**src/rtl/pipeline_ctrl.sv**
```systemverilog
// pipeline_ctrl -- hazard and stall controller for a 5-stage in-order pipeline.
//
// Tracks the state of the single outstanding data access (RUN, DWAIT, DDONE,
// HALT) and produces the latch enables, flushes and data-memory gate that
// keep the pipeline coherent across instruction/data memory latency,
// load-use hazards, taken branches, jumps and halt.
//
// Ports:
//   CLK, RST                        clock, synchronous active-high reset
//   ihit, dhit                      instruction / data access completes this cycle
//   mem_req                         EX/MEM stage holds a load or store
//   idex_memread, idex_rd           ID/EX load and its destination register
//   ifid_rs, ifid_rt                source registers of the IF/ID instruction
//   branch_taken, jump_id, halt_mem control-flow events
//   pc_en, ifid_en, idex_en,
//   exmem_en, memwb_en              PC update and pipeline latch enables
//   ifid_flush, idex_flush          load a bubble into the latch on its enable
//   dmem_gate                       allow the data request to reach memory
//   halt_out                        processor halted
//   stall_cnt, flush_cnt            performance counters
//
// Build option: define PIPE_PERF_CNT_EN to build the saturating stall/flush
// counters; without it both counter outputs are tied to zero.
//
// All control outputs are combinational in the current state and inputs so
// that stalls and flushes take effect in the same cycle as their cause.

module pipeline_ctrl (
    input  logic        CLK,
    input  logic        RST,
    input  logic        ihit,
    input  logic        dhit,
    input  logic        mem_req,
    input  logic        idex_memread,
    input  logic [4:0]  idex_rd,
    input  logic [4:0]  ifid_rs,
    input  logic [4:0]  ifid_rt,
    input  logic        branch_taken,
    input  logic        jump_id,
    input  logic        halt_mem,
    output logic        pc_en,
    output logic        ifid_en,
    output logic        idex_en,
    output logic        exmem_en,
    output logic        memwb_en,
    output logic        ifid_flush,
    output logic        idex_flush,
    output logic        dmem_gate,
    output logic        halt_out,
    output logic [31:0] stall_cnt,
    output logic [31:0] flush_cnt
);

    typedef enum logic [1:0] {
        RUN   = 2'd0,
        DWAIT = 2'd1,
        DDONE = 2'd2,
        HALT  = 2'd3
    } state_t;

    state_t state_q, state_d;
    logic   adv;
    logic   lu;

    // ------------------------------------------------------------------
    // State register and next-state logic
    // ------------------------------------------------------------------
    always_comb begin
        state_d = state_q;
        unique case (state_q)
            RUN: begin
                // A halt in EX/MEM wins over its own memory access: the
                // access is never started, we just wait for ihit to retire.
                if (halt_mem) begin
                    if (ihit) state_d = HALT;
                end else if (mem_req && !dhit) begin
                    state_d = DWAIT;
                end else if (mem_req && dhit && !ihit) begin
                    state_d = DDONE;
                end
            end
            DWAIT:   if (dhit) state_d = DDONE;
            DDONE:   if (ihit) state_d = RUN;
            HALT:    state_d = HALT;
            default: state_d = RUN;
        endcase
    end

    always_ff @(posedge CLK) begin
        if (RST) begin
            state_q <= RUN;
        end else begin
            state_q <= state_d;
        end
    end

    // ------------------------------------------------------------------
    // Advance and hazard detection
    // ------------------------------------------------------------------
    // The whole pipeline advances only when the fetch completes and any
    // data access in EX/MEM is finished (either this cycle or earlier).
    assign adv = ihit & (((state_q == RUN) & !mem_req) |
                         ((state_q == RUN) & mem_req & dhit) |
                         (state_q == DDONE));

    // Register 0 is hardwired, so a load to it never creates a hazard.
    assign lu = idex_memread & (idex_rd != 5'd0) &
                ((idex_rd == ifid_rs) | (idex_rd == ifid_rt));

    // ------------------------------------------------------------------
    // Control outputs
    // ------------------------------------------------------------------
    always_comb begin
        pc_en      = 1'b0;
        ifid_en    = 1'b0;
        idex_en    = 1'b0;
        exmem_en   = 1'b0;
        memwb_en   = 1'b0;
        ifid_flush = 1'b0;
        idex_flush = 1'b0;
        dmem_gate  = 1'b0;
        halt_out   = 1'b0;

        if (!RST) begin
            halt_out = (state_q == HALT);
            idex_en  = adv;
            exmem_en = adv;
            // Load data is captured as soon as it arrives, even while the
            // fetch side is still stalled.
            memwb_en = adv | (dhit & (state_q != HALT));

            // Once the data access has completed (DDONE) it must not be
            // reissued; a halting instruction never issues its access.
            dmem_gate = ((state_q == RUN) & !(halt_mem & mem_req)) |
                        (state_q == DWAIT);

            if (adv) begin
                if (branch_taken) begin
                    // Wrong-path instructions in IF/ID and ID/EX are squashed;
                    // this overrides any load-use stall on the wrong path.
                    pc_en      = 1'b1;
                    ifid_en    = 1'b1;
                    ifid_flush = 1'b1;
                    idex_flush = 1'b1;
                end else if (lu) begin
                    // Hold PC and IF/ID, inject a bubble into ID/EX. A jump
                    // in ID is left alone and re-evaluated next cycle.
                    idex_flush = 1'b1;
                end else begin
                    pc_en      = 1'b1;
                    ifid_en    = 1'b1;
                    ifid_flush = jump_id;
                end
            end
        end
    end

    // ------------------------------------------------------------------
    // Performance counters
    // ------------------------------------------------------------------
`ifdef PIPE_PERF_CNT_EN
    logic [31:0] stall_cnt_q;
    logic [31:0] flush_cnt_q;

    always_ff @(posedge CLK) begin
        if (RST) begin
            stall_cnt_q <= 32'd0;
            flush_cnt_q <= 32'd0;
        end else begin
            if ((state_q != HALT) && !adv && (stall_cnt_q != 32'hFFFF_FFFF)) begin
                stall_cnt_q <= stall_cnt_q + 32'd1;
            end
            if ((ifid_flush || idex_flush) && (flush_cnt_q != 32'hFFFF_FFFF)) begin
                flush_cnt_q <= flush_cnt_q + 32'd1;
            end
        end
    end

    assign stall_cnt = stall_cnt_q;
    assign flush_cnt = flush_cnt_q;
`else
    assign stall_cnt = 32'd0;
    assign flush_cnt = 32'd0;
`endif

endmodule
```
**config.mk**
```make
export PLATFORM = sky130hd
export DESIGN_NAME = pipeline_ctrl
export DESIGN_NICKNAME = d
export VERILOG_FILES = /design/src/rtl/pipeline_ctrl.sv
export SDC_FILE = /design/constraint.sdc
export NUM_CORES = 1
export LEC_CHECK = 0
export BUFFER_PORTS_ARGS = -buffer_cell sky130_fd_sc_hd__buf_2
export CAP_MARGIN = 20
export CORE_ASPECT_RATIO = 1.4
export CORE_MARGIN = 4
export CORE_UTILIZATION = 34
export CTS_CLUSTER_DIAMETER = 120
export CTS_CLUSTER_SIZE = 30
export DETAILED_ROUTE_END_ITERATION = 8
export GPL_TIMING_DRIVEN = 1
export PLACE_DENSITY = 0.89
export SYNTH_ARGS = -nofsm -noshare
export SYNTH_HDL_FRONTEND = slang
export SYNTH_SLANG_ARGS = --single-unit
```
**constraint.sdc**
```tcl
create_clock -name CLK -period 2.55 [get_ports CLK]
set_input_delay 0.6375 -clock CLK [delete_from_list [all_inputs] [get_ports CLK]]
set_output_delay 0.6375 -clock CLK [all_outputs]
set_load 0.02 [all_outputs]
```
==> metrics.md, run 1 <==
| Metric | Value |
|---|---|
| Footprint of the multi-input gates | `528 um2` |
| Top cells by area in the synthesized netlist | `sky130_fd_sc_hd__buf_4 (60%), sky130_fd_sc_hd__xnor2_1 (11%), sky130_fd_sc_hd__dfxtp_1 (4.8%)` |
| Clock slew at reported path FFs | `roughly 0.03 ns` |
| Worst hold path class | `flip-flop to flip-flop` |
| Biggest register | `state_q` |
| Unique cell type count in the Yosys netlist | `24` |
| Unrepaired setup endpoints after global routing | `false` |
| Arr. time, crit path | `1.86 ns` |
| Final worst path period share | `between 90 and 100%` |
| Number of antenna violations at the first check in global routing | `0` |
| Final routed DRC violation total | `0` |
| Detailed Route Iter0 Violations | `0` |
| Clock latency at the later pin of the worst-skew pair | `between 0.2 and 0.25 ns` |
| Number of vias per cell after detailed routing | `3.87` |
| Yosys warning total | `0` |
| Result of the run | `finished, final reports clean` |
| Clock root cell | `sky130_fd_sc_hd__clkbuf_4` |
| Kind of start point of the critical path | `input pin` |
| Post-Place Setup Slack | `~0.048 ns` |
| Post-Route Utilization | `approximately a third` |
| Number of hold violations in the final report | `0` |
| Most frequent cells in the layout | `sky130_fd_sc_hd__conb_1 (64), sky130_fd_sc_hd__buf_2 (31), sky130_fd_sc_hd__xnor2_1 (10)` |
| Max-capacitance violation count | `0` |
| Total overflow reported by the global router | `0` |
| Sequential element share of the synthesized area | `4.80%` |
| Final-stage net count | `169` |
| Power density over cell area | `between 300 and 400 nW/um2` |
| Wire length of the first global-routing pass | `just over 2000 um` |
| Register bit total from synthesis | `2` |
| Detail Placement HPWL | `between 1000 and 1500 um` |
| Relative area change from synthesis to final layout | `-5.26%` |
| Core Region | `2360 um2` |
| Crit Path Category | `input pin to output port` |
| Port-buffer cells | `32` |
| Total number of placement rows | `21` |
| Die width | `roughly 50 um` |
| Count of fill cells added during filler insertion | `between 200 and 300` |
| Leakage power of the design | `between 0.0004 and 0.0005 uW` |
| CP endpoint kind | `output port` |
| Crit path setup slack, layout | `0.0557 ns` |
| Via count of the first global-routing pass | `around 500` |
| Floorplan die area | `between 3000 and 4000 um2` |
| Min Clock Period, post-route | `between 2 and 2.5 ns` |
| Average detailed-routed wire length per instance | `roughly 9 um` |
| Detail Route Antenna Nets | `0` |
| Gpl congestion | `~0.68` |
| Num Clock Sinks | `2` |
| Aggregate negative setup slack | `0 ns` |
| CTS H-tree depth | `1` |
| Final count of pins violating max slew | `0` |
| Largest area contributor in the synthesized netlist | `sky130_fd_sc_hd__buf_4` |
| Mean cell area of the mapped netlist | `about 7.4 um2` |
| Vertical extent of the die | `around 67 um` |
| Number of buffers added by the clock tree synthesis step | `3` |
| Pin count of the biggest net entering global routing | `10` |
| Synthesized cell area | `approximately 830 um2` |
| Global routing usage summed across all routing layers | `under 10%` |
| First-pass iteration count of the detailed router | `1` |
| Starting density of the core | `35.2%` |
| Worst VDD drop | `123 uV` |
| Share of the synthesized area in the top cell type | `roughly three fifths` |
| Data required time at the worst endpoint | `1.91 ns` |
| Leading cell type in the layout, fill and taps excluded | `sky130_fd_sc_hd__conb_1` |
| Fmax achieved | `between 400 and 500 MHz` |
| Post-Syn Instances | `112` |
| Routed vias | `643` |
| Clock tree buffer depth | `2` |
| Number of flip-flops under the largest register name | `2` |
| Sequential cell area | `around 40 um2` |
| Final wirelength | `between 1500 and 2000 um` |
| Setup fix buffers added after clock tree synthesis | `0` |
| Biggest registers after layout | `state_q x2` |
| Number of diodes added for antenna fixing | `0` |
| Number of top-level pins | `97` |
| Final setup violation count | `0` |
| Share of layout cells above drive strength 1 | `between 20 and 30%` |
| Highest fanout seen on the critical path | `3` |
| Clock tree skew after final layout | `0.00110 ns` |
| TritonCTS clock tree | `done` |
## worst paths after layout
path         startpoint          to  cells after the start  slack, ns
max          idex_rd[1]  idex_flush                      6       0.06
min          state_q[0]  state_q[0]                      2       0.56
max reg2reg  state_q[1]  state_q[0]                      4       1.41
min reg2reg  state_q[0]  state_q[0]                      2       0.56
## routing by layer
layer	vias up	part of all wire, %	routed length [um]	track usage (%)
li1	300	-	-	-
met3	3	19	292	2.46
met1	272	29	436	6.95
met5	-	0	0	0
met2	68	50	764	15.6
met4	0	1.4	21	4.15
## per-stage QoR
stage / total power, uW / instances / hold WS, ns / area, um2
global route: 322 / 166 / 0.600 / 790
finish: 297 / 166 / 0.557 / 790
global placement: 220 / 163 / 0.542 / 764
detailed placement: 222 / 163 / 0.559 / 764
floorplan: 260 / 175 / 0.495 / 1080
CTS: 299 / 166 / 0.571 / 787
## cell families (layout without fill, tap and decap cells)
kind of cell              after synthesis  count (layout)  synth area share, %
other                                   1              64                0.450
AOI/OAI and AO/OA                      16              16                 13.4
buffers and inverters                  69              37                 61.3
DFF                                     2               2                 4.80
and+or+nand+nor                        14              14                 9.61
xor gates and xnor gates               10              10                 10.5
## cell usage after synthesis
master and number:
sky130_fd_sc_hd__nor4_1 1, sky130_fd_sc_hd__inv_1 2, sky130_fd_sc_hd__nand2b_1 1, sky130_fd_sc_hd__a211oi_1 1
sky130_fd_sc_hd__or4_4 1, sky130_fd_sc_hd__nand2_1 3, sky130_fd_sc_hd__o22ai_1 1, sky130_fd_sc_hd__dfxtp_1 2
sky130_fd_sc_hd__xnor2_1 10, sky130_fd_sc_hd__a31o_2 1, sky130_fd_sc_hd__buf_4 67, sky130_fd_sc_hd__nor3_1 1
sky130_fd_sc_hd__nor3b_1 3, sky130_fd_sc_hd__o21ai_0 3, sky130_fd_sc_hd__o21a_1 1, sky130_fd_sc_hd__a21boi_1 1
sky130_fd_sc_hd__a311oi_1 2, sky130_fd_sc_hd__nand3_1 2, sky130_fd_sc_hd__o21ai_2 1, sky130_fd_sc_hd__conb_1 1
sky130_fd_sc_hd__nor2_1 2, sky130_fd_sc_hd__a211o_1 1, sky130_fd_sc_hd__a21oi_1 3, sky130_fd_sc_hd__a22o_1 1
## power breakdown
group | internal, uW | switching (uW) | total [uW]
registers | 35.4 | 6.24 | 41.6
logic | 46.9 | 136 | 183
clock network | 52.1 | 20.6 | 72.7
total | 134 | 163 | 297
## layout make-up
cell class / instances / area share, %
Clock buffer: 3 / 2.85
Inverter: 2 / 0.951
Multi-Input combinational cell: 104 / 66.9
Sequential cell: 2 / 5.07
Tap cell: 23 / 3.65
Timing Repair Buffer: 32 / 20.6
## worst max-delay path, stage by stage
cell and delay [ns]:
sky130_fd_sc_hd__buf_2 0.12, sky130_fd_sc_hd__or4_4 0.53, sky130_fd_sc_hd__o21ai_2 0.14, sky130_fd_sc_hd__nor4_1 0.06, sky130_fd_sc_hd__a22o_1 0.20, sky130_fd_sc_hd__buf_2 0.16
## what timing repair did
action,in CTS,in global routing
gates resized for setup,0,1
setup endpoints to repair,0,1
hold buffers,0,0
Note: power is estimated with default switching activity, not from simulation.
==> run 2: changes to the inputs <==
- BUFFER_PORTS_ARGS: -buffer_cell sky130_fd_sc_hd__buf_2 -> not set
- CORE_UTILIZATION: 34 -> 42
- DONT_BUFFER_PORTS: not set -> 1
- PLACE_DENSITY: 0.89 -> 0.63
- SETUP_SLACK_MARGIN: not set -> 0.1
==> metrics.md, run 2 (same netlist as run 1, synthesis figures left out) <==
| Metric | Value |
|---|---|
| Result of the run | `finished, final reports clean` |
| Placed cell area | `about 670 um2` |
| Clock root cell | `sky130_fd_sc_hd__clkbuf_4` |
| Number of buffers added by the clock tree synthesis step | `3` |
| Share of layout cells above drive strength 1 | `approximately 15%` |
| Count of fill cells added during filler insertion | `about 220` |
| Number of hold violations in the final report | `0` |
| Routed vias | `approximately 540` |
| Final wirelength | `between 1500 and 2000 um` |
| Remaining max-slew budget at the tightest pin | `between 50% and 60%` |
| First-pass iteration count of the detailed router | `2` |
| Vertical extent of the die | `just over 60 um` |
| Dominant delay contributor by cell family on the critical path | `simple AND/OR/NAND/NOR gates` |
| Clock tree skew after final layout | `approximately 0.0059 ns` |
| Gpl congestion | `slightly below 0.8` |
| Wire length of the first global-routing pass | `about 1800 um` |
| Starting density of the core | `between 40 and 50%` |
| Via count of the first global-routing pass | `between 400 and 500` |
| Min Clock Period, post-route | `roughly 2.4 ns` |
| TritonCTS clock tree | `done` |
| Measured slew at the worst slew-check pin | `0.629 ns` |
| Fmax achieved | `417 MHz` |
| Biggest registers after layout | `state_q x2` |
| Number of flip-flops under the largest register name | `2` |
| Number of vias per cell after detailed routing | `about 3.9` |
| Die width | `around 46 um` |
| Post-route cell area | `~700 um2` |
| Global routing usage summed across all routing layers | `under 10%` |
| Placed Instances | `between 100 and 150` |
| Unrepaired setup endpoints after global routing | `true` |
| Cell-by-cell listing of the critical path | `nor3b_4 > nor3_4 > a21boi_4 > buf_12` |
| Power density over cell area | `~400 nW/um2` |
| Final routed DRC violation total | `0` |
| Final worst path period share | `between 90 and 100%` |
| Final-stage net count | `~140` |
| Leakage power of the design | `roughly 0.00037 uW` |
| Data required time at the worst endpoint | `1.91 ns` |
| Final count of pins violating max slew | `0` |
| Detail Placement HPWL | `around 1400 um` |
| Min Hold Slack | `around 0.48 ns` |
| Buf/Inv on CP | `1` |
| Port-buffer cells | `0` |
| Worst VDD drop | `194 uV` |
| Clock tree buffer depth | `2` |
| Kind of start point of the critical path | `input pin` |
| Filler-free cell count of the finished design | `roughly 140` |
| Pin count of the biggest net entering global routing | `9` |
| Relative area change from synthesis to final layout | `-14.1%` |
| Clock latency at the later pin of the worst-skew pair | `around 0.22 ns` |
| Floorplan die area | `about 2800 um2` |
| Clock slew at reported path FFs | `about 0.030 ns` |
| Total number of placement rows | `18` |
| Num Clock Sinks | `2` |
| Leading cell type in the layout, fill and taps excluded | `sky130_fd_sc_hd__conb_1` |
| Average detailed-routed wire length per instance | `11.4 um` |
| Crit Path Category | `input pin to output port` |
| CTS H-tree depth | `1` |
| Biggest register | `state_q` |
| Post-Place Setup Slack | `-0.203 ns` |
| CTS Hold Buffers Added | `0` |
| Number of top-level pins | `slightly below 100` |
| Highest fanout seen on the critical path | `6` |
| Number of diodes added for antenna fixing | `0` |
| Longest individual stage delay on the worst path | `around 0.54 ns` |
| Cell with the largest stage delay on the worst path | `sky130_fd_sc_hd__nor3_4` |
| Max-capacitance violation count | `0` |
| Most frequent cells in the layout | `sky130_fd_sc_hd__conb_1 (64), sky130_fd_sc_hd__xnor2_1 (10), sky130_fd_sc_hd__buf_4 (5)` |
| Total overflow reported by the global router | `0` |
| Number of antenna violations at the first check in global routing | `0` |
| Worst hold path class | `input pin to flip-flop` |
| Arr. time, crit path | `between 1.5 and 2 ns` |
| Final setup violation count | `0` |
| CP endpoint kind | `output port` |
| Detail Route Antenna Nets | `0` |
| Crit path setup slack, layout | `0.150 ns` |
| Core Region | `1820 um2` |
| Detailed Route Iter0 Violations | `2` |
## run 2: timing repair
| item | 4_1_cts | 5_1_grt |
|---|---|---|
| pin swaps | 1 | 1 |
| endpoints found under the setup margin | 5 | 3 |
| gates resized for setup | 4 | 1 |
| hold endpoints to repair | 0 | 0 |
| setup buffers | 0 | 0 |
## run 2: report_power, final
part	internal [uW]	switching, uW
Sequential	35.4	4.89
Clock	51.9	18.1
Combinational	46.0	128
## run 2: final cells by class
type / count / area [um2] / share of cell area, %
Sequential cell: 2 / 40.0 / 5.59
Clock buffer: 3 / 22.5 / 3.15
Timing Repair Buffer: 6 / 57.6 / 8.04
Tap cell: 20 / 25.0 / 3.50
Inverter: 2 / 7.51 / 1.05
Multi-Input combinational cell: 104 / 563 / 78.7
## run 2: final timing paths
check / from / to / slack [ns] / cells after the start
max: mem_req / pc_en / 0.15 / 4
min reg2reg: state_q[0] / state_q[0] / 0.59 / 2
min: RST / state_q[1] / 0.48 / 1
max reg2reg: state_q[1] / state_q[0] / 1.22 / 5
## run 2: stage by stage
stage	TNS, ns	utilization [%]	power (uW)
after floorplan	0	-	262
after global placement	-0.533	36.6	203
after detailed placement	-0.571	36.6	206
after CTS	0	38.8	283
after global routing	0	39.2	310
final	0	39.2	285
## run 2: routing by layer
layer | wire length [um] | global-route usage (%) | up-vias
li1 | - | - | 249
met1 | 402 | 8.54 | 241
met2 | 896 | 16.0 | 49
met3 | 262 | 6.23 | 0
met4 | 0 | 0 | 0
met5 | 0 | 0 | -
